**src/rtl/perf_display_ctrl.sv**
```systemverilog
// perf_display_ctrl: takes periodic snapshots of a performance metric and
// turns each one into NUM_DIGITS 4-bit digit codes for external seg7 decoders.
// Hex mode passes the nibbles through. Decimal mode runs a sequential
// double-dabble conversion, one input bit per cycle.
//
// Ports:
//   clk          system clock
//   rst          asynchronous reset, active low (0 = reset)
//   value        metric to display, sampled only at a snapshot
//   mode_dec     1 = decimal, 0 = hex, sampled at a snapshot
//   hold         1 = ignore refresh ticks, so the display stays frozen
//   blank_lz     1 = blank leading zero digits
//   digits       packed digit codes, digit i at [4i+3:4i], digit 0 = LSD
//   digit_blank  1 = digit i should be dark
//   overflow     value did not fit in NUM_DIGITS digits at the last commit
//   busy         decimal conversion in progress
//   update       one-cycle pulse on every digits commit
module perf_display_ctrl #(
    parameter int unsigned VALUE_W      = 32,
    parameter int unsigned NUM_DIGITS   = 6,
    parameter int unsigned REFRESH_LOG2 = 23
) (
    input  logic                    clk,
    input  logic                    rst,
    input  logic [VALUE_W-1:0]      value,
    input  logic                    mode_dec,
    input  logic                    hold,
    input  logic                    blank_lz,
    output logic [NUM_DIGITS*4-1:0] digits,
    output logic [NUM_DIGITS-1:0]   digit_blank,
    output logic                    overflow,
    output logic                    busy,
    output logic                    update
);

    localparam int unsigned DIG_W = NUM_DIGITS * 4;
    localparam int unsigned CNT_W = $clog2(VALUE_W + 1);

    typedef enum logic [1:0] {
        S_IDLE   = 2'd0,
        S_SHIFT  = 2'd1,
        S_COMMIT = 2'd2
    } state_e;

    state_e state_q, state_d;

    logic [REFRESH_LOG2-1:0] tick_cnt_q;
    logic                    tick_c;

    logic [VALUE_W-1:0] snap_q, snap_d;
    logic               mode_q, mode_d;
    logic [DIG_W-1:0]   bcd_q, bcd_d;
    logic               ovf_q, ovf_d;
    logic [CNT_W-1:0]   bitcnt_q, bitcnt_d;

    logic [DIG_W-1:0]      digits_q, digits_d;
    logic [NUM_DIGITS-1:0] blank_q, blank_d;
    logic                  overflow_q, overflow_d;
    logic                  busy_q, busy_d;
    logic                  update_q, update_d;

    logic [DIG_W-1:0] bcd_adj;
    logic [DIG_W-1:0] hex_digits;
    logic             hex_ovf;
    logic             lz_run;

    assign digits      = digits_q;
    assign digit_blank = blank_q;
    assign overflow    = overflow_q;
    assign busy        = busy_q;
    assign update      = update_q;

    // Free-running refresh counter; a tick fires whenever it reads zero
    always_ff @(posedge clk or negedge rst) begin
        if (!rst) begin
            tick_cnt_q <= '0;
        end else begin
            tick_cnt_q <= tick_cnt_q + REFRESH_LOG2'(1);
        end
    end

    assign tick_c = (tick_cnt_q == '0);

    // Hex view of the snapshot: truncate to the display width, or zero-extend
    if (VALUE_W > DIG_W) begin : g_hex_wide
        assign hex_digits = snap_q[DIG_W-1:0];
        assign hex_ovf    = |snap_q[VALUE_W-1:DIG_W];
    end else begin : g_hex_narrow
        assign hex_digits = DIG_W'(snap_q);
        assign hex_ovf    = 1'b0;
    end

    // Double-dabble correction: add 3 to every BCD nibble of 5 or more before the shift
    always_comb begin
        bcd_adj = bcd_q;
        for (int i = 0; i < int'(NUM_DIGITS); i++) begin
            if (bcd_q[4*i +: 4] >= 4'd5) begin
                bcd_adj[4*i +: 4] = bcd_q[4*i +: 4] + 4'd3;
            end
        end
    end

    // State register
    always_ff @(posedge clk or negedge rst) begin
        if (!rst) begin
            state_q <= S_IDLE;
        end else begin
            state_q <= state_d;
        end
    end

    // Next-state logic. Ticks that arrive outside IDLE are dropped.
    always_comb begin
        state_d = state_q;
        case (state_q)
            S_IDLE: begin
                if (tick_c && !hold) begin
                    state_d = mode_dec ? S_SHIFT : S_COMMIT;
                end
            end
            S_SHIFT: begin
                if (bitcnt_q == CNT_W'(1)) begin
                    state_d = S_COMMIT;
                end
            end
            S_COMMIT: state_d = S_IDLE;
            default:  state_d = S_IDLE;
        endcase
    end

    // Snapshot and conversion datapath
    always_comb begin
        snap_d   = snap_q;
        mode_d   = mode_q;
        bcd_d    = bcd_q;
        ovf_d    = ovf_q;
        bitcnt_d = bitcnt_q;
        case (state_q)
            S_IDLE: begin
                if (tick_c && !hold) begin
                    snap_d   = value;
                    mode_d   = mode_dec;
                    bcd_d    = '0;
                    ovf_d    = 1'b0;
                    bitcnt_d = CNT_W'(VALUE_W);
                end
            end
            S_SHIFT: begin
                // Shift {bcd, snap} left by one. A 1 leaving the BCD MSB means value >= 10^NUM_DIGITS.
                {bcd_d, snap_d} = {bcd_adj[DIG_W-2:0], snap_q, 1'b0};
                ovf_d           = ovf_q | bcd_adj[DIG_W-1];
                bitcnt_d        = bitcnt_q - CNT_W'(1);
            end
            default: ;
        endcase
    end

    // Output next values; the result is committed only in COMMIT
    always_comb begin
        digits_d   = digits_q;
        blank_d    = blank_q;
        overflow_d = overflow_q;
        update_d   = 1'b0;
        busy_d     = (state_d == S_SHIFT);
        lz_run     = 1'b0;
        if (state_q == S_COMMIT) begin
            update_d = 1'b1;
            if (mode_q) begin
                digits_d   = bcd_q;
                overflow_d = ovf_q;
            end else begin
                digits_d   = hex_digits;
                overflow_d = hex_ovf;
            end
            // Blank from the top digit down until the first nonzero digit. Digit 0 always stays lit.
            blank_d = '0;
            lz_run  = blank_lz && !overflow_d;
            for (int i = int'(NUM_DIGITS) - 1; i >= 1; i--) begin
                lz_run     = lz_run && (digits_d[4*i +: 4] == 4'h0);
                blank_d[i] = lz_run;
            end
        end
    end

    // Datapath and output registers
    always_ff @(posedge clk or negedge rst) begin
        if (!rst) begin
            snap_q     <= '0;
            mode_q     <= 1'b0;
            bcd_q      <= '0;
            ovf_q      <= 1'b0;
            bitcnt_q   <= '0;
            digits_q   <= {NUM_DIGITS{4'hF}};
            blank_q    <= '0;
            overflow_q <= 1'b0;
            busy_q     <= 1'b0;
            update_q   <= 1'b0;
        end else begin
            snap_q     <= snap_d;
            mode_q     <= mode_d;
            bcd_q      <= bcd_d;
            ovf_q      <= ovf_d;
            bitcnt_q   <= bitcnt_d;
            digits_q   <= digits_d;
            blank_q    <= blank_d;
            overflow_q <= overflow_d;
            busy_q     <= busy_d;
            update_q   <= update_d;
        end
    end

endmodule

```
**config.mk**
```make
export PLATFORM = sky130hd
export DESIGN_NAME = perf_display_ctrl
export DESIGN_NICKNAME = d
export VERILOG_FILES = /design/src/rtl/perf_display_ctrl.sv
export SDC_FILE = /design/constraint.sdc
export NUM_CORES = 1
export LEC_CHECK = 0
export ABC_AREA = 0
export ABC_CLOCK_PERIOD_IN_PS = 4500
export CORE_MARGIN = 5
export CORE_UTILIZATION = 45
export CTS_CLUSTER_DIAMETER = 60
export DETAILED_ROUTE_END_ITERATION = 8
export HOLD_SLACK_MARGIN = 0.03
export PLACE_DENSITY = 0.66
export SYNTH_ARGS = -nofsm -noshare
export SYNTH_HDL_FRONTEND = slang
export SYNTH_SLANG_ARGS = --single-unit
```
**constraint.sdc**
```tcl
create_clock -name clk -period 4.5 [get_ports clk]
set_input_delay 0.45 -clock clk [delete_from_list [all_inputs] [get_ports clk]]
set_output_delay 0.45 -clock clk [all_outputs]
set_load 0.02 [all_outputs]
```
After elaboration in Yosys (flattened, before gate mapping)
Index checks and enable logic that the tools add are counted.
- bits in registers: 121
- input port bits: 37
- output and inout port bits: 33
- $add $sub $neg: 8
- order comparisons: 6
- equal/unequal tests: 5
- mux-type cells: 23
- bitwise operators: 1
- reduce and logical (&&, ||, !) cells: 20
- operators with widths (kind ; count):
    24-bit 2-to-1 mux ; 3
    32-bit one-hot mux with 2 select lines ; 1
    24-bit one-hot mux with 2 select lines ; 1
    32-bit 2-to-1 mux ; 1
    4-bit by 2-bit adder with 4-bit output (second input constant) ; 6
    4-bit by 3-bit >= comparator with 1-bit output (second input constant) ; 6
    4-bit 2-to-1 mux ; 6
    23-bit by 1-bit adder with 23-bit output (second input constant) ; 1
    23-bit zero test ; 1
    4-bit zero test ; 5
    6-bit one-hot mux with 2 select lines ; 1
    8-bit OR reduction ; 1
    1-bit logical AND ; 7
    6-bit by 1-bit == test with 1-bit output (second input constant) ; 1
    2-bit 2-to-1 mux ; 3
    6-bit 2-to-1 mux ; 1
    6-bit by 1-bit subtractor with 6-bit output (second input constant) ; 1
    2-bit by 1-bit == test with 1-bit output (second input constant) ; 2
    1-bit 2-to-1 mux ; 4
    2-bit one-hot mux with 2 select lines ; 1
    2-bit AND reduction ; 2
    2-bit == test (second input constant) ; 1
    1-bit zero test ; 2
    2-bit zero test ; 1
    other kinds (4) ; 4

Logic depth before layout (Yosys ltp)
Gate-level depths: netlist of run 1.
- depth after elaboration: 10
- depth in mapped cells: 8
- gate-level depth less buffers: 6

Worst setup path after synthesis of run 1
OpenSTA, ideal clock, no wires.
- path kind: register to register
- start point: reg tick_cnt_q[0]
- end point: reg snap_q[3]
- library setup time: 0.123 ns
- data arrival time: 1.640 ns
- data required time: 4.377 ns
- slack: 2.737 ns
- cell stages (with the launch flop): 8
- cell sequence: dfrtp_1 -> inv_1 -> ha_1 -> nor4b_1 -> nand4_1 -> or2_1 -> buf_2 -> o221a_1
- cells in the longest elaborated chain, start to end: 4
- ends and longest elaborated chain (item ; RTL line ; source):
    start, declared ; 47 ; logic [REFRESH_LOG2-1:0] tick_cnt_q;
    start signal, assigned ; 78 ; tick_cnt_q <= tick_cnt_q + REFRESH_LOG2'(1);
    23-bit zero test ; 82 ; assign tick_c = (tick_cnt_q == '0);
    1-bit logical AND ; 140 ; if (tick_c && !hold) begin
    2-bit != test (no source line) ; -- ;
    2-bit AND reduction (no source line) ; -- ;
    end signal, assigned ; 199 ; snap_q <= snap_d;
    end, declared ; 50 ; logic [VALUE_W-1:0] snap_q, snap_d;
Every way passes these cells.
A chain may end at the register's enable or synchronous reset.

Worst setup path after layout of run 1
- start point: reg tick_cnt_q[16]
- end point: reg bcd_q[1]
- cells in the longest elaborated chain, start to end: 4
- ends and longest elaborated chain (item ; RTL line ; source):
    23-bit zero test ; 82 ;
    1-bit logical AND ; 140 ;
    2-bit != test (no source line) ; -- ;
    2-bit AND reduction (no source line) ; -- ;
    end signal, assigned ; 190 ; bcd_q <= '0;
    end signal, assigned ; 201 ; bcd_q <= bcd_d;
    end, declared ; 52 ; logic [DIG_W-1:0] bcd_q, bcd_d;
Every way passes these cells.

==> results of run 1 <==
-- layer usage --
metal  share of wire  routed length (µm)
met1            0.44                6120
met2            0.49                6900
met3           0.052                 735
met4           0.018                 256
met5               0                   0
-- power by group through the flow --
stage | Combinational [mW] | Sequential [mW] | Clock, mW
after floorplan | 0.00387 | 1.11 | 0
after global placement | 0.0621 | 1.11 | 0
after detailed placement | 0.0618 | 1.11 | 0
after CTS | 0.0620 | 1.09 | 1.43
after global routing | 0.0669 | 1.09 | 1.49
final | 0.0601 | 1.09 | 1.41
-- cell families after synthesis --
family,Yosys count,synth area share
DFF,121,0.509
adders and majority gates,16,0.0333
muxes,35,0.0586
buffers and inverters,66,0.0469
xor gates and xnor gates,35,0.0511
other,1,0.000625
AOI/OAI and AO/OA,143,0.172
and+or+nand+nor,154,0.128
-- state kept, by name, summed over array words and instances, names as in the netlist, 2 cells and up --
register,cells
digits,24
state_q,2
digit_blank,5
bitcnt_q,6
bcd_q,24
tick_cnt_q,23
snap_q,32
-- stage by stage --
step                hold WS (ps)  power, mW  utilization  setup slack (ps)  cells
floorplan                    154       1.11            -              2740    571
global placement             461       1.17        0.518              1990    788
detailed placement           461       1.17        0.518              1890    788
CTS                          260       2.58        0.565              1870    820
global route                 308       2.65        0.565              1640    820
finish                       197       2.56        0.565              1880    820
-- layout make-up --
cell class,count,area (µm²),share of cell area
clock buffer,25,505,0.0681
clock inverter,7,113,0.0152
inverter,31,116,0.0157
multi-input combinational,384,2670,0.360
sequential,121,3060,0.412
tap,176,220,0.0297
timing repair buffer,76,738,0.0995
-- layout by cell type, fill, tap and decap left out, types with 3 or more instances in the layout --
master,n
xor2_1,10
inv_1,30
and3_1,3
nand3_1,12
clkdlybuf4s50_1,67
o21ai_1,7
nor2_1,43
clkbuf_8,5
dfstp_2,24
nor4_1,19
o32a_1,27
o31ai_1,3
buf_4,9
dfrtp_1,97
bufinv_16,3
nand2_1,37
nor2b_1,4
nand2b_1,7
clkinv_2,3
mux2i_1,34
xnor2_1,25
o22ai_1,7
clkbuf_1,3
clkbuf_16,17
o2bb2ai_1,6
a21oi_1,32
a31oi_1,6
o21a_1,28
ha_1,16
nor3_1,6
o21ai_0,11
o32ai_1,5
nand4_1,8
-- final timing paths --
| path | start | end | slack [ps] | cells past startpoint |
|---|---|---|---|---|
| worst max-delay path | tick_cnt_q[16] | bcd_q[1] | 1880 | 5 |
| worst min-delay path | rst | digit_blank[5] | 200 | 1 |
| worst max register to register | tick_cnt_q[16] | bcd_q[1] | 1880 | 5 |
| worst min register to register | tick_cnt_q[22] | tick_cnt_q[22] | 470 | 1 |
| max in group asynchronous | rst | digits[1] | 3170 | 2 |
| min in group clk | tick_cnt_q[22] | tick_cnt_q[22] | 470 | 1 |
==> flow_summary.ini, run 1 <==
[grt]
grt_util_met1 = 0.236
grt_overflow = 0
grt_pass1_vias = 4726
grt_max_degree = 85
use_met3 = 0.0473
antenna_found_initial = 0
grt_util_met2 = 0.301
grt_usage = 0.185
grt_pass1_wl_um = 23600
grt-busiest-layer = met2

[detailed_routing]
drtIter0Drc = 366
vias = 4576
finalWirelength_um = 14000
ant_nets = 0
wire_per_inst_um = 17.1
drc = 0
drt_pass1_iterations = 5
avgViaCountPerCell = 5.58

[timing]
final.setup.tns_ps = 0
rsz0062_at_grt = false
setup_violations = 0
hold_violations = 0
slew_headroom = 0.300
finalMaxSlewViolations = 0
worst_slew_pin_slew_ps = 1050
min_period_ps = 2620
period_share = 0.581
clock_skew_ps = 10.6
max_freq_ghz = 0.382

[power]
clkPwrFrac = 0.551
p_sw_frac = 0.196
ir_worst_vdd_v = 0.000252
p_comb_frac = 0.023
seqPwrFrac = 0.425
p_leak_nw = 3.16
switchingPower_mw = 0.504
internal_power_mw = 2.06
p_per_area_nw_per_um2 = 345

[min_path]
hold_path_class = in -> async

[synth]
synth_top_area_cell = dfrtp_1
synth_common_cells = 97 x dfrtp_1, 43 x nor2_1, 37 x nand2_1
synth.area.top_cells = dfrtp_1 40%, dfstp_2 11%, mux2i_1 5.7%
async_flop_share = 1.00
synthCells = 571
syn_nets = 624
synth.distinct_cells = 51
yosysWarnings = 0
yosysMostFrequentCell = dfrtp_1
synth_seq_cells = 121
yosysSeqAreaShare = 0.509
synth_top_area_frac = 0.404
ys.flop_type = dfrtp_1
syn_area_um2 = 6000
synth_edf_count = 0
syn_area_per_cell_um2 = 10.5

[flow_run]
maxCapViolations = 0

[setup_path]
slowest_stage = nor2_1
crit_type = reg -> reg
worstPathRequired_ps = 4770
critPathMaxFanout = 18
crit_buf_inv = 1
endpoint_kind = flip-flop
startpoint_type = flip-flop
cp_cell_sequence = nor4_1 -> nand3_1 -> nor2_1 -> buf_4 -> o22ai_1
arrival_ps = 2880
path_delay_family = simple AND/OR/NAND/NOR gates
max_stage_delay_ps = 650

[floorplan]
start_util = 0.457
chipHeight_um = 126
io_pins = 70
fp.dieW_um = 126
core_region_area_um2 = 13100
die_area_um2 = 15800
fp-row-count = 42

[layout]
postLayoutCellArea_um2 = 7420
fillers = 1108
drive_gt1_frac = 0.110
n_antenna_cell = 0
final_nets = 684
area_growth_pct = 23.6

[clock_network]
cts_resized = 0
cts_setup_buffers = 0
path_clk_slew_ps = 50
cts_buffers = 17
htreeDepth = 4
insertion_delay_ps = 420
cts_sinks = 121
cts_tree = yes
hold_buffers = 0
clockBufferDepth = 2
cts_root_buf = clkbuf_16

[placement]
hpwl_um = 9470
place_area_um2 = 6800
gp_congestion = 0.829
io_buffer_count = 68

[status]
status = completed
Power figures use the tool's default switching activity.
==> run 2, diff against run 1 <==
--- a/config.mk
+++ b/config.mk
@@ -6,13 +6,13 @@
 export NUM_CORES = 1
 export LEC_CHECK = 0
 export ABC_AREA = 0
-export ABC_CLOCK_PERIOD_IN_PS = 4500
+export ABC_CLOCK_PERIOD_IN_PS = 2200
 export CORE_MARGIN = 5
 export CORE_UTILIZATION = 45
 export CTS_CLUSTER_DIAMETER = 60
 export DETAILED_ROUTE_END_ITERATION = 8
 export HOLD_SLACK_MARGIN = 0.03
-export PLACE_DENSITY = 0.66
+export PLACE_DENSITY = 0.69
 export SYNTH_ARGS = -nofsm -noshare
 export SYNTH_HDL_FRONTEND = slang
 export SYNTH_SLANG_ARGS = --single-unit
==> constraint.sdc (replaced) <==
create_clock -name clk -period 2.2 [get_ports clk]
set_input_delay 0.22 -clock clk [delete_from_list [all_inputs] [get_ports clk]]
set_output_delay 0.22 -clock clk [all_outputs]
set_load 0.02 [all_outputs]
==> flow_summary.ini, run 2 (synthesis gave the netlist of run 1 again) <==
[layout]
layout_commonest_cell = dfrtp_1
final_nets = 696
drive_gt1_frac = 0.128
fillers = 1099
largest_reg_flops = 32
utilization = 0.580
n_antenna_cell = 0
layout_common_cells = 97 x dfrtp_1, 67 x clkdlybuf4s50_1, 43 x nor2_1, 37 x nand2_1, 34 x mux2i_1
largest-register = snap_q
area_growth_pct = 26.9
finalNonFillerCells = 832

[clock_network]
clockBufferDepth = 2
cts_root_buf = clkbuf_16
cts_sinks = 121
path_clk_slew_ps = 50
cts_tree = yes
cts_buffers = 17
insertion_delay_ps = 420
htreeDepth = 4
cts_setup_buffers = 0

[floorplan]
io_pins = 70
core_region_area_um2 = 13100
start_util = 0.457
die_area_um2 = 15800
fp-row-count = 42
fp.dieW_um = 126
chipHeight_um = 126

[grt]
grt_overflow = 0
grt_pass1_wl_um = 23600
grt_max_degree = 76
antenna_found_initial = 0
grt_pass1_vias = 4620
grt_usage = 0.183

[timing]
hold_violations = 0
finalMaxSlewViolations = 0
min_period_ps = 2030
clock_skew_ps = 9.55
period_share = 0.924
setup_violations = 0
max_freq_ghz = 0.492

[setup_path]
worstPathRequired_ps = 2470
crit_buf_inv = 3
endpoint_kind = flip-flop
critPathMaxFanout = 16
startpoint_type = flip-flop
path_delay_family = buffers and inverters
max_stage_delay_ps = 400
crit_type = reg -> reg
cp_cell_sequence = inv_1 -> ha_1 -> nor4b_2 -> nand4_1 -> buf_4 -> o21ai_2 -> buf_4 -> o221ai_1
slowest_stage = dfrtp_1
cp_common_cell = buf_4
arrival_ps = 2300

[detailed_routing]
drtIter0Drc = 384
ant_nets = 0
avgViaCountPerCell = 5.61
wire_per_inst_um = 16.8
drc = 0
drt_pass1_iterations = 4
finalWirelength_um = 14000
vias = 4667

[placement]
io_buffer_count = 68
hpwl_um = 9740
dp.cells = 799
gp_congestion = 0.789

[power]
ir_worst_vdd_v = 0.000606
p_per_area_nw_per_um2 = 707
p_leak_nw = 3.26

[status]
status = completed

[min_path]
hold_path_class = in -> async

[flow_run]
maxCapViolations = 0
==> run 2: power breakdown <==
part / switching, mW / leakage (nW) / internal [mW]
sequential: 0 / 1.39 / 2.23
combinational: 0.0659 / 1.55 / 0.0669
clock: 0.955 / 0.323 / 2.07
==> run 2: worst paths after layout <==
path / startpoint / to / slack (ps) / cells after the start
max: tick_cnt_q[0] / snap_q[1] / 170 / 8
min: rst / update / 160 / 2
max reg2reg: tick_cnt_q[0] / snap_q[1] / 170 / 8
min reg2reg: tick_cnt_q[22] / tick_cnt_q[22] / 470 / 1
max in group asynchronous: rst / digits[0] / 1400 / 3
min in group clk: value[0] / snap_q[0] / 350 / 3
==> run 2: repair_timing <==
item                                    in CTS  in global routing
hold buffers                                 1                  0
gates resized for setup                      0                  2
endpoints found under the setup margin       0                 21
hold endpoints to repair                    99                  0
==> run 2: metrics by stage <==
stage	hold WS [ps]	area, µm²	setup slack, ps	power (mW)	TNS [ps]
final	160	7620	168	5.39	0
after global routing	163	7620	-37.1	5.55	-67.5
after CTS	154	7610	115	5.44	0
after detailed placement	36.2	6950	118	2.40	0
after global placement	36.4	6950	106	2.40	0
after floorplan	-75.6	6000	437	2.28	0
==> run 2: final cells by class <==
cell class,instances,area (µm²),share of cell area
Sequential cell,121,3060,0.401
Multi-Input combinational cell,384,2680,0.351
Timing Repair Buffer,88,897,0.118
Clock buffer,25,515,0.0677
Tap cell,176,220,0.0289
Clock inverter,7,135,0.0177
Inverter,31,116,0.0153
==> run 2: routing by layer <==
layer,track usage,share of wire,vias up
met2,0.296,0.51,108
met1,0.243,0.44,2335
li1,-,-,2208
met5,0,0,-
met4,0.0644,0.014,0
met3,0.0426,0.037,16
==> run 3, diff against run 2 <==
--- a/config.mk
+++ b/config.mk
@@ -9,10 +9,9 @@
 export ABC_CLOCK_PERIOD_IN_PS = 2200
 export CORE_MARGIN = 5
 export CORE_UTILIZATION = 45
-export CTS_CLUSTER_DIAMETER = 60
 export DETAILED_ROUTE_END_ITERATION = 8
 export HOLD_SLACK_MARGIN = 0.03
-export PLACE_DENSITY = 0.69
+export PLACE_DENSITY = 0.7
 export SYNTH_ARGS = -nofsm -noshare
 export SYNTH_HDL_FRONTEND = slang
 export SYNTH_SLANG_ARGS = --single-unit
==> flow_summary.ini, run 3 (synthesis gave the netlist of run 1 again) <==
[placement]
hpwl_um = 9780
dp_slack_ps = 109
gp_congestion = 0.865
io_buffer_count = 68
dp.cells = 801
place_area_um2 = 6940

[floorplan]
core_region_area_um2 = 13100
io_pins = 70
start_util = 0.457
fp.dieW_um = 126
die_area_um2 = 15800
fp-row-count = 42
chipHeight_um = 126

[grt]
grt_pass1_wl_um = 22900
use_met3 = 0.0525
grt_util_met1 = 0.231
grt_pass1_vias = 4647
grt_max_degree = 54
grt-busiest-layer = met2
grt_util_met2 = 0.284
antenna_found_initial = 0
grt_overflow = 0
grt_usage = 0.179

[timing]
min_period_ps = 1990
slew_headroom = 0.668
hold_ws_ps = 158
hold_violations = 0
setup_violations = 0
clock_skew_ps = 10.0
period_share = 0.904
finalMaxSlewViolations = 0
worst_slew_pin_slew_ps = 494
setup_slack_ps = 212
rsz0062_at_grt = false
max_freq_ghz = 0.503
final.setup.tns_ps = 0

[min_path]
hold_path_class = in -> async

[setup_path]
arrival_ps = 2280
worstPathRequired_ps = 2490
rrSetupSlack_ps = 210
worstReg2RegStart = tick_cnt_q[5]
startpoint_type = flip-flop
r2r_end = snap_q[18]
crit_type = reg -> reg
reg2regPathDepth = 5
critPathMaxFanout = 14
endpoint_kind = flip-flop

[detailed_routing]
finalWirelength_um = 13700
ant_nets = 0
drtIter0Drc = 250
drc = 0
wire_per_inst_um = 16.4
avgViaCountPerCell = 5.56
drt_pass1_iterations = 5
vias = 4638

[clock_network]
path_clk_slew_ps = 50
cts_buffers = 17
insertion_delay_ps = 410
cts_tree = yes
htreeDepth = 4
clockBufferDepth = 2
cts_sinks = 121
cts_setup_buffers = 0
cts_root_buf = clkbuf_16

[power]
p_per_area_nw_per_um2 = 665
p_leak_nw = 3.21
ir_worst_vdd_v = 0.000316

[layout]
largest_reg_flops = 32
final_nets = 698
area_growth_pct = 25.3
finalNonFillerCells = 834
postLayoutCellArea_um2 = 7520
n_antenna_cell = 0
layout_commonest_cell = dfrtp_1
largest-register = snap_q
drive_gt1_frac = 0.129
layout_common_cells = 97 x dfrtp_1, 67 x clkdlybuf4s50_1, 43 x nor2_1, 37 x nand2_1, 34 x mux2i_1

[flow_run]
maxCapViolations = 0

[status]
status = completed
-- run 3: cell count changes in the layout (fill, tap and decap cells not counted), moves of 2 or more --
cell        delta
clkinv_2       +2
buf_4          +5
clkbuf_1       +2
buf_12         -2
bufinv_16      -2
clkbuf_8       -4
clkinvlp_4     +2
-- run 3: how the worst max path moves through the flow --
stage / startpoint / end / slack [ps] / cells past startpoint
after floorplan: tick_cnt_q[0] / snap_q[3] / 440 / 7
after global placement: hold / snap_q[4] / 170 / 6
after detailed placement: hold / snap_q[3] / 110 / 6
after CTS: tick_cnt_q[0] / snap_q[3] / 120 / 7
after global routing: tick_cnt_q[5] / snap_q[18] / 100 / 5
final: tick_cnt_q[5] / snap_q[18] / 210 / 5
-- run 3: layout make-up --
| cell class | instances | area (µm²) |
|---|---|---|
| fill | 1124 | 5610 |
| timing repair buffer | 90 | 883 |
| inverter | 31 | 116 |
| multi-input combinational | 384 | 2680 |
| clock inverter | 9 | 100 |
| clock buffer | 23 | 468 |
| sequential | 121 | 3060 |
| tap | 176 | 220 |
-- run 3: power by group --
part           internal [mW]  switching, mW  leakage [nW]
combinational         0.0656         0.0661          1.55
sequential              2.23              0          1.39
clock                   1.71          0.927         0.277
total                   4.01          0.993          3.21
-- run 3: worst max-delay path, stage by stage, from the launching register on --
cell and delay (ps):
dfrtp_1 440, nor4_1 330, nand3_1 360, buf_4 320
o32a_1 300, o21a_1 110
-- run 3: timing repair --
item                                    CTS  global route
gates resized for setup                   0             2
endpoints found under the setup margin    0             5
hold endpoints to repair                 98             0
hold buffers                              1             0
-- run 3: through the flow --
| stage | power, mW | util |
|---|---|---|
| after detailed placement | 2.40 | 0.528 |
| after global routing | 5.19 | 0.573 |
| after floorplan | 2.28 | - |
| after global placement | 2.40 | 0.528 |
| after CTS | 5.07 | 0.572 |
| final | 5.00 | 0.573 |
-- run 3: routing by layer --
metal / share of wire / vias up
met2: 0.49 / 115
li1: - / 2222
met3: 0.048 / 30
met1: 0.44 / 2271
met5: 0 / -
met4: 0.027 / 0
